### config.mk
export PLATFORM = sky130hd
export DESIGN_NAME = pipe_stage_buffer
export DESIGN_NICKNAME = d
export VERILOG_FILES = /design/src/rtl/pipe_stage_buffer_pkg.sv /design/src/rtl/pipe_slot_array.sv /design/src/rtl/pipe_stage_buffer.sv
export SDC_FILE = /design/constraint.sdc
export NUM_CORES = 1
export LEC_CHECK = 0
export ABC_AREA = 1
export BUFFER_PORTS_ARGS = -buffer_cell sky130_fd_sc_hd__buf_2
export CAP_MARGIN = 25
export CORE_ASPECT_RATIO = 1.75
export CORE_MARGIN = 8
export CORE_UTILIZATION = 40
export DETAILED_ROUTE_END_ITERATION = 8
export PLACE_DENSITY_LB_ADDON = 0.08
export SETUP_SLACK_MARGIN = 0.05
export SLEW_MARGIN = 20
export SYNTH_ARGS = -nofsm -noshare
export SYNTH_HDL_FRONTEND = slang
export SYNTH_SLANG_ARGS = --single-unit
### constraint.sdc
create_clock -name clk -period 2 [get_ports clk]
set_clock_uncertainty 0.1 [all_clocks]
set_input_delay 0.4 -clock clk [delete_from_list [all_inputs] [get_ports clk]]
set_output_delay 0.4 -clock clk [all_outputs]
set_load 0.05 [all_outputs]
### src/rtl/pipe_stage_buffer_pkg.sv
// Shared widths and encodings for the elastic stage buffers.
// Each stage packs its own payload layout into a flat vector.
package pipe_stage_buffer_pkg;

    localparam int ROB_ENTRY_WIDTH = 6;
    localparam int WORD_SIZE       = 32;

    // Stage payload widths
    localparam int DE_PAYLOAD_W = 2 * WORD_SIZE;
    localparam int EX_PAYLOAD_W = 2 * WORD_SIZE;
    localparam int MW_PAYLOAD_W = WORD_SIZE + 8;

    typedef enum logic [1:0] {
        OP_IDLE = 2'b00,
        OP_POP  = 2'b01,
        OP_PUSH = 2'b10,
        OP_BOTH = 2'b11
    } buf_op_e;

endpackage

### src/rtl/pipe_slot_array.sv
// DEPTH x {live, rob_id, data} slot file for the stage buffer.
// One write port, async head read, kill CAM and bulk live clear.
module pipe_slot_array #(
    parameter int DEPTH     = 2,
    parameter int PAYLOAD_W = 64,
    parameter int ROB_W     = 6,
    parameter int PTR_W     = 1
) (
    input  logic                 clk,
    input  logic                 reset,
    input  logic                 clear,
    input  logic                 wr_en,
    input  logic [PTR_W-1:0]     wr_ptr,
    input  logic                 wr_live,
    input  logic [ROB_W-1:0]     wr_rob_id,
    input  logic [PAYLOAD_W-1:0] wr_data,
    input  logic [PTR_W-1:0]     rd_ptr,
    output logic                 rd_live,
    output logic [ROB_W-1:0]     rd_rob_id,
    output logic [PAYLOAD_W-1:0] rd_data,
    input  logic                 kill_valid,
    input  logic [ROB_W-1:0]     kill_rob_id
);

    import pipe_stage_buffer_pkg::*;

    logic                 live_q [DEPTH];
    logic [ROB_W-1:0]     rob_q  [DEPTH];
    logic [PAYLOAD_W-1:0] data_q [DEPTH];

    // Written slot overrides the CAM so a same-cycle kill of the
    // incoming id is decided by wr_live alone.
    always_ff @(posedge clk or negedge reset) begin
        if (!reset) begin
            for (int i = 0; i < DEPTH; i++) begin
                live_q[i] <= 1'b0;
                rob_q[i]  <= '0;
                data_q[i] <= '0;
            end
        end else if (clear) begin
            for (int i = 0; i < DEPTH; i++) begin
                live_q[i] <= 1'b0;
            end
        end else begin
            for (int i = 0; i < DEPTH; i++) begin
                if (kill_valid && (rob_q[i] == kill_rob_id)) begin
                    live_q[i] <= 1'b0;
                end
            end
            if (wr_en) begin
                live_q[wr_ptr] <= wr_live;
                rob_q[wr_ptr]  <= wr_rob_id;
                data_q[wr_ptr] <= wr_data;
            end
        end
    end

    assign rd_live   = live_q[rd_ptr];
    assign rd_rob_id = rob_q[rd_ptr];
    assign rd_data   = data_q[rd_ptr];

endmodule

### src/rtl/pipe_stage_buffer.sv
// Elastic DEPTH-entry buffer between two pipeline stages with
// valid/ready on both sides, full flush and per-ROB-id squash.
module pipe_stage_buffer #(
    parameter int PAYLOAD_W       = 64,
    parameter int ROB_ENTRY_WIDTH = pipe_stage_buffer_pkg::ROB_ENTRY_WIDTH,
    parameter int DEPTH           = 2,
    localparam int PTR_W          = $clog2(DEPTH)
) (
    input  logic                       clk,
    input  logic                       reset,
    input  logic                       in_valid,
    output logic                       in_ready,
    input  logic [PAYLOAD_W-1:0]       in_data,
    input  logic [ROB_ENTRY_WIDTH-1:0] in_rob_id,
    output logic                       out_valid,
    input  logic                       out_ready,
    output logic [PAYLOAD_W-1:0]       out_data,
    output logic [ROB_ENTRY_WIDTH-1:0] out_rob_id,
    input  logic                       flush,
    input  logic                       kill_valid,
    input  logic [ROB_ENTRY_WIDTH-1:0] kill_rob_id,
    output logic [PTR_W:0]             count
);

    import pipe_stage_buffer_pkg::*;

    localparam logic [PTR_W:0] FULL_CNT = (PTR_W + 1)'(DEPTH);

    logic [PTR_W-1:0]           head;
    logic [PTR_W-1:0]           tail;
    logic [PTR_W:0]             occ;
    logic                       head_live;
    logic [ROB_ENTRY_WIDTH-1:0] head_rob_id;
    logic [PAYLOAD_W-1:0]       head_data;
    logic                       nonempty;
    logic                       full;
    logic                       push;
    logic                       pop;
    logic                       incoming_live;
    buf_op_e                    op;

    assign nonempty = (occ != '0);
    assign full     = (occ == FULL_CNT);

    // Registered-only readiness: no path from out_ready to in_ready.
    assign in_ready = !full;
    assign push     = in_valid && in_ready;

    assign out_valid  = nonempty && head_live;
    assign out_data   = head_data;
    assign out_rob_id = head_rob_id;
    assign count      = occ;

    // A dead head is retired without a downstream handshake.
    assign pop = nonempty && (!head_live || out_ready);

    assign incoming_live = !(kill_valid && (kill_rob_id == in_rob_id));

    always_comb begin
        op = OP_IDLE;
        unique case ({push, pop})
            2'b00: op = OP_IDLE;
            2'b01: op = OP_POP;
            2'b10: op = OP_PUSH;
            2'b11: op = OP_BOTH;
        endcase
    end

    always_ff @(posedge clk or negedge reset) begin
        if (!reset) begin
            head <= '0;
            tail <= '0;
            occ  <= '0;
        end else if (flush) begin
            head <= '0;
            tail <= '0;
            occ  <= '0;
        end else begin
            if (push) begin
                tail <= tail + 1'b1;
            end
            if (pop) begin
                head <= head + 1'b1;
            end
            unique case (op)
                OP_PUSH: occ <= occ + 1'b1;
                OP_POP:  occ <= occ - 1'b1;
                OP_IDLE: occ <= occ;
                OP_BOTH: occ <= occ;
            endcase
        end
    end

    pipe_slot_array #(
        .DEPTH     (DEPTH),
        .PAYLOAD_W (PAYLOAD_W),
        .ROB_W     (ROB_ENTRY_WIDTH),
        .PTR_W     (PTR_W)
    ) u_slots (
        .clk         (clk),
        .reset       (reset),
        .clear       (flush),
        .wr_en       (push),
        .wr_ptr      (tail),
        .wr_live     (incoming_live),
        .wr_rob_id   (in_rob_id),
        .wr_data     (in_data),
        .rd_ptr      (head),
        .rd_live     (head_live),
        .rd_rob_id   (head_rob_id),
        .rd_data     (head_data),
        .kill_valid  (kill_valid),
        .kill_rob_id (kill_rob_id)
    );

    occ_bound: assert property (
        @(posedge clk) disable iff (!reset) occ <= FULL_CNT
    );

endmodule
==> Word-level counts from Yosys, hierarchy flattened <==
Cells that the tools add are included.
{ "op_classes": {"magnitude_cmp": 3, "n_mux": 31, "addsub": 4, "eq_ne": 11, "bitwise_logic": 3, "reduce_logical": 18} }
{ "ops": {"columns": ["cell", "count"], "rows": [
  ["64-bit 2-to-1 mux", 4],
  ["128-bit bitwise mux", 1],
  ["64-bit demux with 1-bit select", 1],
  ["6-bit 2-to-1 mux", 4],
  ["6-bit == test", 3],
  ["12-bit bitwise mux", 1],
  ["1-bit 2-to-1 mux", 12],
  ["2-bit == test, second input constant", 5],
  ["2-bit one-hot mux with 4 select lines", 1],
  ["1-bit logical AND", 7],
  ["6-bit demux with 1-bit select", 1],
  ["2-bit 2-to-1 mux", 3],
  ["2-bit nonzero test", 3],
  ["2-bit by 1-bit == test with 1-bit output, second input constant", 2],
  ["2-bit greater-or-equal comparator, second input constant", 2],
  ["2-bit zero test", 2],
  ["1-bit inverter with 2-bit output", 2],
  ["2-bit one-hot mux with 2 select lines", 1],
  ["1-bit zero test", 3],
  ["1-bit adder, second input constant", 2],
  ["2-bit by 1-bit adder with 2-bit output, second input constant", 1],
  ["2-bit bitwise mux", 1],
  ["2-bit by 1-bit < comparator with 1-bit output, second input constant", 1],
  ["2-bit by 1-bit inequality test with 1-bit output, second input constant", 1],
  ["6 further kinds", 6]
]} }
{ "totals": {"input_bits": 82, "regBits": 146, "out_inout_bits": 74, "word_cells": 79} }

==> Depth between registers and ports, before layout <==
Gate-level depths: netlist of run 1.
{ "logic_depth": {"word_depth": 12, "mapped_depth": 10, "ltp_nobuf": 10} }

==> Hierarchy <==
Synthesis of run 1 repeated with hierarchy kept, for this count alone.
{ "hier_totals": {"hier_cells": 865, "hier_area_um2": 6759.0} }
{ "by_module_without_submodules": {"columns": ["module", "n_inst", "area_each_um2", "cells_each", "seq_area_each_um2"], "rows": [
  ["pipe_slot_array", 1, 6406.1, 809, 3553.4],
  ["pipe_stage_buffer", 1, 352.8, 56, 100.1]
]} }

==> Least setup slack after synthesis of run 1 <==
OpenSTA, ideal clock, no wires.
{ "synth_path": {"path_type": "reg2out", "from": "register head", "to": "output out_rob_id[3]", "arrival_time_ps": 1828, "path_stages_with_launch": 5, "slack_ps": -328, "n_path_buf": 2, "t_required_ps": 1500, "path_cell_list": "dfrtp_1 -> clkbuf_1 -> inv_1 -> buf_2 -> o21ai_0"} }
{ "synth_via": {"elab_chain_len": 4} }
{ "synth_rtl": {"columns": ["element", "line", "text"], "rows": [
  ["start, declared", "pipe_stage_buffer.sv:29", "logic [PTR_W-1:0] head;"],
  ["start signal, assigned", "pipe_stage_buffer.sv:83", "head <= head + 1'b1;"],
  ["1-bit inverter with 2-bit output (implied by the code)", "pipe_slot_array.sv:59", "assign rd_rob_id = rob_q[rd_ptr];"],
  ["6-bit 2-to-1 mux (implied by the code) (3 in series)", "pipe_slot_array.sv:59", null],
  ["end, declared", "pipe_stage_buffer.sv:18", "output logic [ROB_ENTRY_WIDTH-1:0] out_rob_id,"]
]} }
Every way passes these cells. The select of a mux whose other input is x is not followed.

==> Final worst setup path of run 1 <==
{ "layout_path": {"from": "register head", "to": "output out_data[62]"} }
{ "layout_via": {"elab_chain_len": 4} }
{ "layout_rtl": {"columns": ["element", "line", "text"], "rows": [
  ["1-bit inverter with 2-bit output (implied by the code)", "pipe_slot_array.sv:60", "assign rd_data = data_q[rd_ptr];"],
  ["64-bit 2-to-1 mux (implied by the code) (3 in series)", "pipe_slot_array.sv:60", null],
  ["end, declared", "pipe_stage_buffer.sv:17", "output logic [PAYLOAD_W-1:0] out_data,"]
]} }
Every way passes these cells. The select of a mux whose other input is x is not followed.

==> results of run 1 <==
[state kept, by name, summed over array words and instances, names as in the netlist]
name,count
count,2
head,1
u_slots.data_q,128
tail,1
u_slots.rob_q,12
u_slots.live_q,2
[layer usage]
metal	track usage	routed length (um)	up-vias
met1	0.196	7370	2687
met2	0.304	9510	122
met3	0.0371	852	21
li1	-	-	2974
met5	0	0	-
met4	0.0559	331	0
[area by class of cell]
type	count	share of cell area
clock buffers	19	0.0482
clock inverters	12	0.0195
inverters	94	0.0389
multi-input cells	582	0.293
flip-flops and latches	146	0.398
well taps	227	0.0309
repair buffers	177	0.172
[placed cells by master, fill, tap and decap left out, types with 2 or more instances in the layout]
cell type   instances
dfrtp_2             2
a21oi_1             3
clkbuf_16          18
buf_6              58
o21bai_1            3
o21ai_0             5
nand3_1            11
o21ai_1           113
buf_4              12
nand2_2            40
buf_12             11
clkinvlp_4          3
bufinv_16           4
inv_1              92
o21ai_2            31
dfrtp_1           144
inv_6               3
nor2_1             12
buf_8              11
buf_2              83
clkinv_2            2
nand3_4             2
nand2_1           356
[final timing paths]
| check | startpoint | end | depth (start not counted) |
|---|---|---|---|
| min reg2reg | u_slots.data_q[59] | u_slots.data_q[59] | 2 |
| min in group asynchronous | reset | u_slots.data_q[121] | 2 |
| min | in_data[21] | u_slots.data_q[85] | 3 |
| max reg2reg | count[0] | u_slots.live_q[1] | 6 |
| max | head | out_data[62] | 5 |
| max in group asynchronous | reset | u_slots.data_q[34] | 3 |
[where the power goes]
| group | internal [mW] | total, mW | switching [mW] | leakage (nW) |
|---|---|---|---|---|
| combinational | 3.10 | 8.69 | 5.59 | 2.82 |
| clock | 2.12 | 3.35 | 1.22 | 0.296 |
| sequential | 4.20 | 4.99 | 0.791 | 1.82 |
[critical path, stage by stage, from the launching register on]
cell and delay, ps:
dfrtp_2 480, buf_12 160, clkbuf_16 190, nand2_1 80, nand2_2 70, buf_8 150
[cells by family after synthesis]
logic type / Yosys count / synth area share
simple gates: 422 / 0.238
compound gates: 157 / 0.133
flops: 146 / 0.527
buf+inv: 140 / 0.0978
xor+xnor: 2 / 0.00253
fa+ha+maj: 1 / 0.00180
[what timing repair did]
action / CTS / global route
hold endpoints to repair: 35 / 0
hold buffers: 1 / 0
setup endpoints to repair: 70 / 71
pin swaps: 0 / 1
setup buffers: 0 / 2
gates resized for setup: 160 / 27
gates cloned: 0 / 1
==> results.json, run 1 <==
{
  "area_growth_pct": 32.5,
  "seqCellArea_um2": 3660,
  "hold_viol_final": 0,
  "reg2reg_slack_ps": 220,
  "dpl.cell_count": 1222,
  "syn-instance-count": 868,
  "synth_top_area_frac": 0.527,
  "totalNegativeSetupSlack_ps": -677,
  "fin_ws_ps": -47.0,
  "route.detailed.drc": 0,
  "final_util": 0.542,
  "finalPower_mw": 17.0,
  "cp_data_required_time_ps": 1500,
  "async_flop_share": 1.00,
  "synthTopCellsByCount": "nand2_1, dfrtp_1, o21ai_1",
  "synth_top_area_cell": "dfrtp_1",
  "yosysWarnings": 0,
  "critPathCaptureType": "primary output",
  "yosysMostFrequentCell": "nand2_1",
  "via_per_inst": 4.62,
  "ir_worst_vdd_mv": 0.958,
  "p_leak_nw": 4.94,
  "synth-edff-count": 0,
  "worstPathArrival_ps": 1550,
  "ys_seq_area_frac": 0.527,
  "ctsRootBufferMaster": "clkbuf_16",
  "ys.flop_type": "dfrtp_1",
  "grt_pass1_vias": 6033,
  "hold_slack_ps": 146,
  "rsz0062_at_grt": "true",
  "critical_path_class": "reg -> out",
  "slew_headroom": 0.513,
  "setup_violations": 38,
  "routedWlPerCell_um": 14.4,
  "fmax_ghz": 0.489,
  "ant_nets": 0,
  "syn_area_um2": 6940,
  "period_minus_slack_ps": 2050,
  "coreArea_um2": 16900,
  "netlist_top_cells_area": "dfrtp_1, nand2_1, o21ai_1",
  "dieArea_um2": 22000,
  "die_w_um": 116,
  "start_kind": "flop",
  "syn_nets": 951,
  "first_pass_iters": 4,
  "dp_hpwl_um": 12400,
  "place_ws_ps": 209,
  "io_buffers": 155,
  "vias": 5804,
  "io_pins": 156,
  "grt_max_degree": 143,
  "antenna_cells": 0,
  "place_area_um2": 7940,
  "nets": 1101,
  "gp_congestion": 0.776,
  "status": "finished with violations",
  "row_count": 63,
  "clock-sinks": 146,
  "power_density_nw_per_um2": 1850,
  "cp_max_fo": 18,
  "violations": "setup timing",
  "final.period_utilization": 1.02,
  "initial_core_util": 0.409,
  "cts_buffers": 17,
  "die_h_um": 190,
  "grt_pass1_wl_um": 29700,
  "fill_cells": 1704,
  "ys_seq_elements": 146,
  "syn_avg_cell_area_um2": 7.99,
  "cts_tree": "yes",
  "grt_usage": 0.171,
  "clkLatencyLatePin_ps": 410,
  "drt_iter0_markers": 319,
  "hold_path.class": "in -> reg",
  "gr-total-overflow": 0,
  "maxCapViolations": 0,
  "clock_path_buffers": 2,
  "drt-total-wl_um": 18100,
  "worstMarginPinSlew_ps": 730,
  "clk_pin_slew_ps": 60,
  "synth.distinct_cells": 20,
  "instances_no_fill": 1257,
  "antenna_found_initial": 0,
  "fin_area_um2": 9190,
  "multi_input_area_um2": 2690,
  "drive_gt1_frac": 0.278,
  "htreeDepth": 4,
  "drv_slew": 0
}
Note: power is estimated with default switching activity, not from simulation.
==> run 2, diff against run 1 <==
ABC_AREA = not set   (was 1)
PLACE_DENSITY_LB_ADDON = not set   (was 0.08)
==> results.json, run 2 <==
{
  "status": "finished with violations",
  "violations": "setup timing",
  "syn-instance-count": 430,
  "syn_avg_cell_area_um2": 15.4,
  "cp_slowest_cell": "dfrtp_4",
  "final_util": 0.555,
  "ys_seq_area_frac": 0.552,
  "use_met3": 0.0495,
  "antenna_cells": 0,
  "maxCapViolations": 0,
  "gp_congestion": 0.757,
  "worstMarginPinSlew_ps": 430,
  "busiest_layer": "met2",
  "synth.distinct_cells": 27,
  "via_per_inst": 5.20,
  "dp_hpwl_um": 10800,
  "die_w_um": 113,
  "hold_viol_final": 0,
  "cp_max_fo": 13,
  "setup_violations": 72,
  "dpl.cell_count": 763,
  "r2r_cells": 7,
  "largest_reg_flops": 128,
  "netlist_top_cells_area": "dfrtp_1, mux2_2, buf_6",
  "clk_pin_slew_ps": 60,
  "yosysWarnings": 0,
  "synth_top_area_frac": 0.552,
  "synth_top_area_cell": "dfrtp_1",
  "clock-sinks": 146,
  "hold_path.class": "in -> reg",
  "clock_path_buffers": 2,
  "final.period_utilization": 1.10,
  "grt_usage": 0.159,
  "first_pass_iters": 4,
  "critical_path_class": "reg -> out",
  "clkLatencyLatePin_ps": 410,
  "grt_use_met1": 0.154,
  "final_cell_mix": "mux2_2, dfrtp_1, buf_2, buf_6, clkbuf_16",
  "die_h_um": 186,
  "syn_area_um2": 6620,
  "cp.buffers_inverters": 3,
  "startpoint": "head",
  "crit_family": "flip-flops",
  "cp_data_required_time_ps": 1500,
  "vias": 4224,
  "ys.flop_type": "dfrtp_1",
  "crit_chain": "buf_4 > buf_12 > mux2_2 > buf_6",
  "grt_use_met2": 0.309,
  "ant_nets": 0,
  "synthTopCellsByCount": "mux2_2, dfrtp_1, buf_6",
  "start_kind": "flop",
  "timing.rr.end": "count[1]",
  "initial_core_util": 0.406,
  "gr-total-overflow": 0,
  "row_count": 62,
  "drive_gt1_frac": 0.685,
  "cts_tree": "yes",
  "crit_end": "out_data[43]",
  "instances_no_fill": 812,
  "top_regs": "u_slots.data_q x128, u_slots.rob_q x12",
  "route.detailed.drc": 0,
  "reg2reg_slack_ps": -40,
  "synth-edff-count": 0,
  "antenna_found_initial": 0,
  "totalNegativeSetupSlack_ps": -11970,
  "cp_num_cells": 4,
  "rr_startpoint": "head",
  "critPathCaptureType": "primary output",
  "coreArea_um2": 16300,
  "period_minus_slack_ps": 2200,
  "fmax_ghz": 0.455,
  "cpPeakStageDelay_ps": 510,
  "ys_seq_elements": 146,
  "nets": 690,
  "rsz0062_at_grt": "true",
  "grt_pass1_wl_um": 25900,
  "drt_iter0_markers": 92,
  "async_flop_share": 1.00,
  "cts_buffers": 17,
  "io_pins": 156,
  "htreeDepth": 4,
  "area_growth_pct": 36.6,
  "worstPathArrival_ps": 1700,
  "drt-total-wl_um": 17000,
  "io_buffers": 155,
  "dieArea_um2": 21100,
  "yosysMostFrequentCell": "mux2_2",
  "syn_nets": 513,
  "drv_slew": 0,
  "grt_max_degree": 58,
  "top_register": "u_slots.data_q",
  "fin_ws_ps": -200,
  "slew_headroom": 0.713,
  "ctsRootBufferMaster": "clkbuf_16",
  "grt_pass1_vias": 4908,
  "layout_commonest_cell": "mux2_2",
  "routedWlPerCell_um": 20.9
}
## run 2: cell types whose count changed after synthesis, moves of 10 or more
cell / previous run / this run
nand2_2: 10 / 0
nand3_1: 11 / 1
o21ai_2: 31 / 0
clkbuf_1: 19 / 9
inv_1: 93 / 0
xor2_1: 1 / 11
nand2_1: 386 / 0
mux2_2: 0 / 194
xnor2_1: 1 / 11
o21ai_1: 110 / 0
## run 2: worst min-delay path by stage
stage	from	cells past startpoint	end	slack (ps)
3_5_place_dp	reset	1	u_slots.rob_q[0]	260
5_1_grt	in_data[12]	2	u_slots.data_q[76]	100
2_1_floorplan	reset	0	count[0]	4
4_1_cts	in_data[57]	2	u_slots.data_q[57]	100
6_report	in_data[57]	2	u_slots.data_q[57]	120
3_3_place_gp	reset	1	u_slots.rob_q[0]	250
## run 2: cell type report
class / count / area (um2)
Clock inverter: 13 / 198
Multi-Input combinational cell: 260 / 2820
Clock buffer: 19 / 443
Sequential cell: 146 / 3660
Fill cell: 1375 / 7250
Tap cell: 192 / 240
Timing Repair Buffer: 182 / 1680
## run 2: cell families (layout without fill, tap and decap cells)
kind of cell             count (synthesis)  in the layout  share of synthesized area
buffers and inverters                   24            214                     0.0285
AND/OR/NAND/NOR                         20             20                     0.0197
adder cells (fa/ha/maj)                  1              1                    0.00189
multiplexers                           211            211                      0.363
flip-flops                             146            146                      0.552
XOR/XNOR                                22             22                     0.0291
AO/OA/AOI/OAI                            6              6                    0.00548
## run 2: stage by stage
stage / cell area, um2 / setup WS (ps) / hold WS, ps
after global placement: 7650 / 152 / 247
after CTS: 8890 / -217 / 97.4
after detailed placement: 7650 / 124 / 258
after floorplan: 6640 / -134 / 4.41
after global routing: 9040 / -241 / 100
final: 9040 / -200 / 116
## run 2: timing repair
item	in CTS	in global routing
cloned	3	4
endpoints found under the setup margin	71	78
pin swaps	0	4
buffers inserted	6	4
hold endpoints to repair	39	0
hold buffers	1	0
gates resized for setup	149	12
## run 2: metal layers
metal	vias to the layer above	share of wire
li1	1901	-
met1	2207	0.36
met2	102	0.58
met3	14	0.047
met4	0	0.013
met5	-	0
Power of run 2 is left out: the tool's default activity adds up to more than one toggle a clock period on the data nets, which glitch-free logic cannot reach.
==> run 3, diff against run 2 <==
CELL_PAD_IN_SITES_DETAIL_PLACEMENT = 2   (was not set)
CELL_PAD_IN_SITES_GLOBAL_PLACEMENT = 2   (was not set)
CORE_UTILIZATION = 37   (was 40)
PLACE_DENSITY_LB_ADDON = 0.1   (was not set)
==> results.json, run 3 (synthesis gave the netlist of run 2 again) <==
{
  "die_w_um": 117,
  "start_kind": "flop",
  "routedWlPerCell_um": 26.5,
  "hold_viol_final": 0,
  "initial_core_util": 0.377,
  "final.period_utilization": 1.12,
  "setup_violations": 104,
  "gp_congestion": 0.732,
  "final_cell_mix": "dfrtp_1, mux2_2, buf_2, buf_6, mux2_4",
  "dp_hpwl_um": 12600,
  "grt_pass1_wl_um": 29900,
  "worstPathArrival_ps": 1740,
  "reg2reg_slack_ps": -140,
  "cp_max_fo": 21,
  "maxCapViolations": 0,
  "gr-total-overflow": 0,
  "dieArea_um2": 22600,
  "instances_no_fill": 870,
  "critPathCaptureType": "primary output",
  "drt_iter0_markers": 117,
  "fin_ws_ps": -235,
  "dpl.cell_count": 803,
  "nets": 710,
  "area_growth_pct": 45.1,
  "antenna_found_initial": 0,
  "period_minus_slack_ps": 2240,
  "drive_gt1_frac": 0.704,
  "grt_max_degree": 49,
  "power_density_nw_per_um2": 2080,
  "drv_slew": 0,
  "ant_nets": 0,
  "io_pins": 156,
  "vias": 4371,
  "antenna_cells": 0,
  "row_count": 64,
  "p_leak_nw": 4.40,
  "worstMarginPinSlew_ps": 528,
  "clock_path_buffers": 2,
  "fill_cells": 1598,
  "slew_headroom": 0.648,
  "clock-sinks": 146,
  "grt_pass1_vias": 5246,
  "ctsRootBufferMaster": "clkbuf_16",
  "via_per_inst": 5.02,
  "drt-total-wl_um": 23000,
  "coreArea_um2": 17500,
  "critical_path_class": "reg -> out",
  "cp_data_required_time_ps": 1500,
  "top_regs": "u_slots.data_q x128, u_slots.rob_q x12",
  "io_buffers": 155,
  "grt_usage": 0.180,
  "hold_path.class": "in -> reg",
  "rsz0062_at_grt": "true",
  "top_register": "u_slots.data_q",
  "ir_worst_vdd_mv": 1.23,
  "violations": "setup timing",
  "die_h_um": 193,
  "status": "finished with violations",
  "totalNegativeSetupSlack_ps": -14590,
  "htreeDepth": 4,
  "layout_commonest_cell": "dfrtp_1",
  "cts_tree": "yes",
  "cts_buffers": 17,
  "first_pass_iters": 4,
  "route.detailed.drc": 0,
  "largest_reg_flops": 128,
  "fmax_ghz": 0.447,
  "clk_pin_slew_ps": 70,
  "clkLatencyLatePin_ps": 420
}
[run 3: path summary, 6_finish.rpt]
check	cells past startpoint	endpoint	start
worst max-delay path	3	out_data[53]	head
worst min-delay path	2	u_slots.data_q[116]	in_data[52]
worst max register to register	7	count[1]	head
worst min register to register	1	u_slots.data_q[43]	u_slots.data_q[43]
max in group asynchronous	3	u_slots.data_q[42]	reset
min in group asynchronous	2	u_slots.data_q[79]	reset
[run 3: area by class of cell]
class,count,area (um2),share of cell area
clock buffer,19,443,0.0461
clock inverter,12,134,0.0139
multi-input combinational,260,3060,0.318
sequential,146,3660,0.381
tap,231,289,0.0301
timing repair buffer,202,2020,0.211
[run 3: critical path, cell delays in order (launching register included)]
cell and delay [ps]:
dfrtp_4 540, buf_12 210, mux2_2 390, buf_6 160
[run 3: per-layer routing]
layer | vias to the layer above | routed length [um] | global-route usage
li1 | 1930 | - | -
met1 | 2293 | 7830 | 0.183
met2 | 123 | 13700 | 0.344
met3 | 25 | 1020 | 0.0474
met4 | 0 | 502 | 0.0530
met5 | - | 0 | 0
[run 3: report_power, final]
| group | total, mW | switching (mW) | internal [mW] | leakage, nW |
|---|---|---|---|---|
| Clock | 3.16 | 1.30 | 1.87 | 0.280 |
| Sequential | 5.45 | 1.03 | 4.42 | 1.73 |
| Combinational | 11.4 | 6.26 | 5.11 | 2.39 |
| Total | 20.0 | 8.59 | 11.4 | 4.40 |
[run 3: through the flow]
step	util	setup slack [ps]	area [um2]	hold WS, ps	power (mW)
after global placement	0.439	78.9	7690	281	13.8
after floorplan	-	-134	6640	4.41	11.9
final	0.548	-235	9600	124	20.0
after detailed placement	0.439	40.1	7690	292	14.1
after CTS	0.510	-252	8940	96.1	19.2
after global routing	0.548	-275	9600	115	20.8
[run 3: timing repair]
| item | CTS | global route |
|---|---|---|
| hold endpoints to repair | 44 | 0 |
| setup endpoints to repair | 114 | 207 |
| pin swaps | 4 | 5 |
| buffers inserted | 3 | 14 |
| gates cloned | 3 | 17 |
| hold buffers | 1 | 0 |
| gates resized for setup | 168 | 62 |
